### src/rtl/mem_write_buffer_if.sv
// Cache-side and memory-side bus bundle for the write-back buffer.
// slave is the buffer's view; master is the cache plus memory view.
interface mem_write_buffer_if #(
    parameter int AW = 28
);
    logic           c_read;
    logic           c_write;
    logic [AW-1:0]  c_addr;
    logic [127:0]   c_wdata;
    logic [127:0]   c_rdata;
    logic           c_ready;
    logic           mem_read;
    logic           mem_write;
    logic [AW-1:0]  mem_addr;
    logic [127:0]   mem_wdata;
    logic [127:0]   mem_rdata;
    logic           mem_ready;

    modport slave (
        input  c_read, c_write, c_addr, c_wdata,
        input  mem_rdata, mem_ready,
        output c_rdata, c_ready,
        output mem_read, mem_write, mem_addr, mem_wdata
    );

    modport master (
        output c_read, c_write, c_addr, c_wdata,
        output mem_rdata, mem_ready,
        input  c_rdata, c_ready,
        input  mem_read, mem_write, mem_addr, mem_wdata
    );
endinterface

### src/rtl/mem_write_buffer.sv
// Write-back buffer between a cache and slow memory.
// Queues dirty blocks, forwards reads from pending entries, drains when idle.
module mem_write_buffer #(
    parameter int DEPTH = 4,
    parameter int AW    = 28
) (
    input logic              clk,
    input logic              rst_n,
    mem_write_buffer_if.slave bus
);
    localparam int PW = $clog2(DEPTH);

    typedef enum logic [1:0] {IDLE, RD, WR} state_t;

    state_t        state;
    state_t        state_nxt;
    logic [AW-1:0] addr_q [DEPTH];
    logic [127:0]  data_q [DEPTH];
    logic [PW-1:0] head;
    logic [PW-1:0] tail;
    logic [PW-1:0] idx;
    logic [PW:0]   count;
    logic          full;
    logic          rd_req;
    logic          push;
    logic          pop;
    logic          hit;
    logic          hit_ack;
    logic          miss;
    logic          drain;
    logic          rd_done;
    logic [127:0]  hit_data;

    // Requests are held through their c_ready cycle, so ignore them then.
    assign full   = (count == (PW+1)'(DEPTH));
    assign rd_req = bus.c_read && !bus.c_ready;
    assign push   = bus.c_write && !bus.c_read && !bus.c_ready && !full;

    // Walk oldest to newest so the newest matching entry wins.
    always_comb begin
        hit      = 1'b0;
        hit_data = '0;
        idx      = '0;
        for (int k = 0; k < DEPTH; k++) begin
            idx = head + PW'(k);
            if ((PW+1)'(k) < count && addr_q[idx] == bus.c_addr) begin
                hit      = 1'b1;
                hit_data = data_q[idx];
            end
        end
    end

    always_comb begin
        state_nxt = state;
        pop       = 1'b0;
        hit_ack   = 1'b0;
        miss      = 1'b0;
        drain     = 1'b0;
        rd_done   = 1'b0;
        unique case (state)
            IDLE: begin
                if (rd_req) begin
                    if (hit) begin
                        hit_ack = 1'b1;
                    end else begin
                        miss      = 1'b1;
                        state_nxt = RD;
                    end
                end else if (!bus.c_read && count != '0) begin
                    drain     = 1'b1;
                    state_nxt = WR;
                end
            end
            RD: begin
                if (bus.mem_ready) begin
                    rd_done   = 1'b1;
                    state_nxt = IDLE;
                end
            end
            WR: begin
                if (bus.mem_ready) begin
                    pop       = 1'b1;
                    state_nxt = IDLE;
                end
            end
            default: state_nxt = IDLE;
        endcase
    end

    always_ff @(posedge clk) begin
        if (push) begin
            addr_q[tail] <= bus.c_addr;
            data_q[tail] <= bus.c_wdata;
        end
    end

    always_ff @(posedge clk or negedge rst_n) begin
        if (!rst_n) begin
            state         <= IDLE;
            head          <= '0;
            tail          <= '0;
            count         <= '0;
            bus.c_ready   <= 1'b0;
            bus.c_rdata   <= '0;
            bus.mem_read  <= 1'b0;
            bus.mem_write <= 1'b0;
            bus.mem_addr  <= '0;
            bus.mem_wdata <= '0;
        end else begin
            state       <= state_nxt;
            bus.c_ready <= push | hit_ack | rd_done;
            count       <= count + (PW+1)'(push) - (PW+1)'(pop);
            if (push) tail <= tail + PW'(1);
            if (pop) head <= head + PW'(1);
            if (hit_ack) begin
                bus.c_rdata <= hit_data;
            end else if (rd_done) begin
                bus.c_rdata <= bus.mem_rdata;
            end
            if (miss) begin
                bus.mem_read <= 1'b1;
                bus.mem_addr <= bus.c_addr;
            end
            if (rd_done) bus.mem_read <= 1'b0;
            if (drain) begin
                bus.mem_write <= 1'b1;
                bus.mem_addr  <= addr_q[head];
                bus.mem_wdata <= data_q[head];
            end
            if (pop) bus.mem_write <= 1'b0;
        end
    end
endmodule

### src/flat_wrapper.sv
// flat-port wrapper written by rule: the top's interface ports become plain ports
module mem_write_buffer_flat 
#(
    parameter int DEPTH = 4,
    parameter int AW    = 28
)
  (clk, rst_n, bus_c_read, bus_c_write, bus_c_addr, bus_c_wdata, bus_mem_rdata, bus_mem_ready, bus_c_rdata, bus_c_ready, bus_mem_read, bus_mem_write, bus_mem_addr, bus_mem_wdata);
  mem_write_buffer_if #(.AW(AW)) bus_i ();
  input logic clk;
  input logic rst_n;
  input wire logic [$bits(bus_i.c_read)-1:0] bus_c_read;
  input wire logic [$bits(bus_i.c_write)-1:0] bus_c_write;
  input wire logic [$bits(bus_i.c_addr)-1:0] bus_c_addr;
  input wire logic [$bits(bus_i.c_wdata)-1:0] bus_c_wdata;
  input wire logic [$bits(bus_i.mem_rdata)-1:0] bus_mem_rdata;
  input wire logic [$bits(bus_i.mem_ready)-1:0] bus_mem_ready;
  output wire logic [$bits(bus_i.c_rdata)-1:0] bus_c_rdata;
  output wire logic [$bits(bus_i.c_ready)-1:0] bus_c_ready;
  output wire logic [$bits(bus_i.mem_read)-1:0] bus_mem_read;
  output wire logic [$bits(bus_i.mem_write)-1:0] bus_mem_write;
  output wire logic [$bits(bus_i.mem_addr)-1:0] bus_mem_addr;
  output wire logic [$bits(bus_i.mem_wdata)-1:0] bus_mem_wdata;
  assign bus_i.c_read = bus_c_read;
  assign bus_i.c_write = bus_c_write;
  assign bus_i.c_addr = bus_c_addr;
  assign bus_i.c_wdata = bus_c_wdata;
  assign bus_i.mem_rdata = bus_mem_rdata;
  assign bus_i.mem_ready = bus_mem_ready;
  assign bus_c_rdata = bus_i.c_rdata;
  assign bus_c_ready = bus_i.c_ready;
  assign bus_mem_read = bus_i.mem_read;
  assign bus_mem_write = bus_i.mem_write;
  assign bus_mem_addr = bus_i.mem_addr;
  assign bus_mem_wdata = bus_i.mem_wdata;
  mem_write_buffer #(.DEPTH(DEPTH), .AW(AW)) u_core (.clk(clk), .rst_n(rst_n), .bus(bus_i));
endmodule
### config.mk
export PLATFORM = sky130hd
export DESIGN_NAME = mem_write_buffer_flat
export DESIGN_NICKNAME = d
export VERILOG_FILES = /design/src/rtl/mem_write_buffer_if.sv /design/src/rtl/mem_write_buffer.sv /design/src/flat_wrapper.sv
export SDC_FILE = /design/constraint.sdc
export NUM_CORES = 2
export LEC_CHECK = 0
export CAP_MARGIN = 20
export CELL_PAD_IN_SITES_DETAIL_PLACEMENT = 1
export CELL_PAD_IN_SITES_GLOBAL_PLACEMENT = 1
export CORE_AREA = 8 8 339 406
export CTS_BUF_LIST = sky130_fd_sc_hd__clkbuf_8 sky130_fd_sc_hd__clkbuf_16
export CTS_CLUSTER_SIZE = 12
export DETAILED_ROUTE_END_ITERATION = 8
export DIE_AREA = 0 0 347 414
export PLACE_DENSITY = 0.68
export SYNTH_ARGS = -nofsm -noshare
export SYNTH_HDL_FRONTEND = slang
export SYNTH_SLANG_ARGS = --single-unit
export TNS_END_PERCENT = 20
### constraint.sdc
create_clock -name clk -period 15.35 [get_ports clk]
set_input_delay 3.07 -clock clk [delete_from_list [all_inputs] [get_ports clk]]
set_output_delay 3.07 -clock clk [all_outputs]
set_load 0.005 [all_outputs]
==> results.md <==
* Die height at 414 um
* CTS Root Cell: clkbuf_16
* Hold EP: u_core.bus.mem_wdata[56]
* Hold Path Cell Cnt at 2
* Cts hold-fix bufs at 0
* Nets at 4,347
* Slew margin rel. at 27.57%
* I/O pin count at 576
* Largest net degree at the start of global routing at 161
* Leak at 23.30 nW
* Number of post-CTS setup repair buffers at 0
* Cells after Synth at 3,647
* Final wirelength at 170,600 um
* Dominant synthesized flop cell: edfxtp_1
* Multi-input gate area at 0.02423 mm2
* Met2 WL post-DR at 89,220 um
* Sum Neg Setup Slack at 0 ps
* Reg2reg setup slack at 7840 ps
* Drt initial violations at 2,380
* CTS max path bufs at 3
* R2R Path End: u_core.bus.c_rdata[70]
* DRC violations left at 0
* Startpoint types: primary input
* Met3 routed WL at 8608 um
* Die area at 0.1437 mm2
* Reg-to-Reg Start: u_core.head[1]
* Setup Slack @ Placement at 6930 ps
* Worst clock skew at 33.59 ps
* Starting Density at 39.64%
* PwrDens at 179.6 mW/mm2
* CTS H-tree lvls at 3
* Antenna violations before repair at 30
* Avg WL per Cell at 29.13 um
* Synth warn at 0
* Final worst slack at 7595 ps
* Vias per cell at 6.058
* Top cell type's share of synthesized area at 36.04%
* Slew @ Worst Pin at 1087 ps
* Vias at 35,468
* Row count at 146
* Crit path DAT at 8360 ps
* Post-route ant nets at 0
* CP Capture Type: flop
* Max layer used: met5
* Register area at 0.02615 mm2
* Num CTS Buffers at 101
* Status: finished clean
* FMAX at 128.9 MHz
* Syn_nets at 3,948
* Tot GR Track Use at 23.08%
* Hold Crit Class: reg -> reg
* Post-synth EDFFs at 624
* Crit Path Class: in -> reg
* Post-synth ARST share at 32.17%
* Fin crit share at 50.52%
* Fillers at 13,031
* Worst-path clk slew at 60 ps
* RSZ-0062 raised after global routing: no
* Worst EP required at 15,960 ps
* RePlAce Congestion at 0.9264
* M1 wire length at 66,050 um
* Core area at 0.1312 mm2
* Register area share after synthesis at 50.29%
* Critical path peak fanout at 79
* Most frequent cell after synthesis: edfxtp_1
* Pre-antenna DRT Iters at 6
* Max-cap violations at 0
* Post-synth top area cell: edfxtp_1
* Skew-Pair Late Insertion Delay at 710 ps
* Synth top cells by count: 624 x edfxtp_1, 553 x mux4_2, 456 x nand2_1, 296 x dfrtp_1, 241 x clkbuf_1
* Port bufs at 575
* R2R depth at 14
* Mapped Avg Cell Area at 14.26 um2
* P&R area growth vs syn at 20.04%
* Worst min-delay path startpoint: u_core.bus.mem_wdata[56]
* Final setup viols at 0
* Max-slew violations at 0
* Resize count post-CTS at 0
* Top cells by area, synth: edfxtp_1 36%, mux4_2 24%, dfrtp_1 14%
* VDD IR max at 0.0001593 V
* Distinct cells, synth at 65
* Yosys reg bits at 920
* Hold Fails Final Rpt at 0
* Clock sinks at 920
* CTS tree: done
* Synthesized area at 0.05199 mm2
* Number of global-route vias before repair at 37,836
* First-pass GRT wire length at 253,100 um
* Hpwl dp at 111,100 um
* Final min period at 7755 ps
* Share of layout cells above drive strength 1 at 19.38%
* Die width at 347 um
* Total grt overflow at 0
[state kept, by name, summed over array words and instances (netlist names)]
| name | count |
|---|---|
| u_core.addr_q | 112 |
| u_core.bus.c_rdata | 128 |
| u_core.bus.c_ready | 1 |
| u_core.bus.mem_addr | 28 |
| u_core.bus.mem_read | 1 |
| u_core.bus.mem_wdata | 128 |
| u_core.bus.mem_write | 1 |
| u_core.count | 3 |
| u_core.data_q | 512 |
| u_core.head | 2 |
| u_core.state | 2 |
| u_core.tail | 2 |
[cell families after synthesis]
kind of cell	after synthesis	synth area share, %
adder cells (fa/ha/maj)	12	0.3032
multiplexers	808	28.92
buffers and inverters	364	3.222
AO/OA/AOI/OAI	406	5.463
flip-flops	920	50.29
AND/OR/NAND/NOR	1053	10.39
XOR/XNOR	84	1.415
[cell usage in the layout (no fill, tap or decap), types with 12 or more instances in the layout]
master           count
nand2b_1           128
clkdlybuf4s50_1    574
a21oi_1             46
clkinv_1            12
buf_4               52
diode_2             19
inv_1               51
dfrtp_1            294
nor2_1              28
and2_1             130
nand4_1            140
mux2i_1            233
mux4_2             553
o21ai_1            128
clkbuf_16          104
a211o_1            128
edfxtp_1           624
or3_1              129
clkinv_2            15
mux2_2              16
clkbuf_8            17
nand2_1            454
o221ai_1            14
xor2_1              21
xnor2_1             63
[worst max-delay path by stage]
stage	startpoint	to	slack [ps]	cells after the start
final	bus_c_addr[6]	u_core.bus.c_rdata[70]	7590	12
after global routing	bus_c_addr[6]	u_core.bus.c_rdata[70]	7290	12
after CTS	bus_c_addr[6]	u_core.bus.c_rdata[53]	7680	12
after detailed placement	bus_c_addr[6]	u_core.bus.c_rdata[53]	6930	12
after global placement	bus_c_addr[6]	u_core.bus.c_rdata[74]	7070	12
after floorplan	bus_c_read	u_core.addr_q[0][0]	7660	4
[report_power, final]
group	leakage, nW	internal [W]	switching (W)
Clock	1.79	0.00147	0.00102
Combinational	12.3	0.00268	0.00230
Sequential	9.22	0.00322	0.000506
Total	23.3	0.00738	0.00383
[metal layers]
layer  vias to the layer above  track usage [%]
met4                        14            9.134
met5                         -                0
met1                     18837            28.05
met2                      1077            41.10
li1                      15261                -
met3                       279            3.527
[through the flow]
step | hold WS [ps] | util (%) | cells | power, W | cell area, um2
after floorplan | 469.8 | - | 3647 | 0.006898 | 51990
after global placement | 458.7 | 44.86 | 5641 | 0.008695 | 58830
after detailed placement | 464.3 | 44.86 | 5641 | 0.008784 | 58830
after CTS | 478.5 | 47.46 | 5832 | 0.01132 | 62250
after global routing | 494.0 | 47.57 | 5850 | 0.01179 | 62400
final | 475.4 | 47.58 | 5855 | 0.01121 | 62410
[critical path, cell delays in order]
cell	delay [ps]
clkdlybuf4s50_1	900
inv_1	190
a22oi_1	220
o221ai_1	130
a2111oi_0	570
and4_4	690
a21oi_1	220
a31oi_4	190
buf_4	740
buf_4	830
nand4_1	180
o21ai_1	130
[final cells by class]
cell class / count / share of cell area [%]
Inverter: 25 / 0.1504
Clock buffer: 121 / 4.545
Clock inverter: 70 / 0.9342
Tap cell: 1702 / 3.412
Sequential cell: 920 / 41.90
Multi-Input combinational cell: 2363 / 38.82
Antenna cell: 19 / 0.07618
Timing Repair Buffer: 635 / 10.16
No activity file was read; power rests on OpenSTA's default activity.
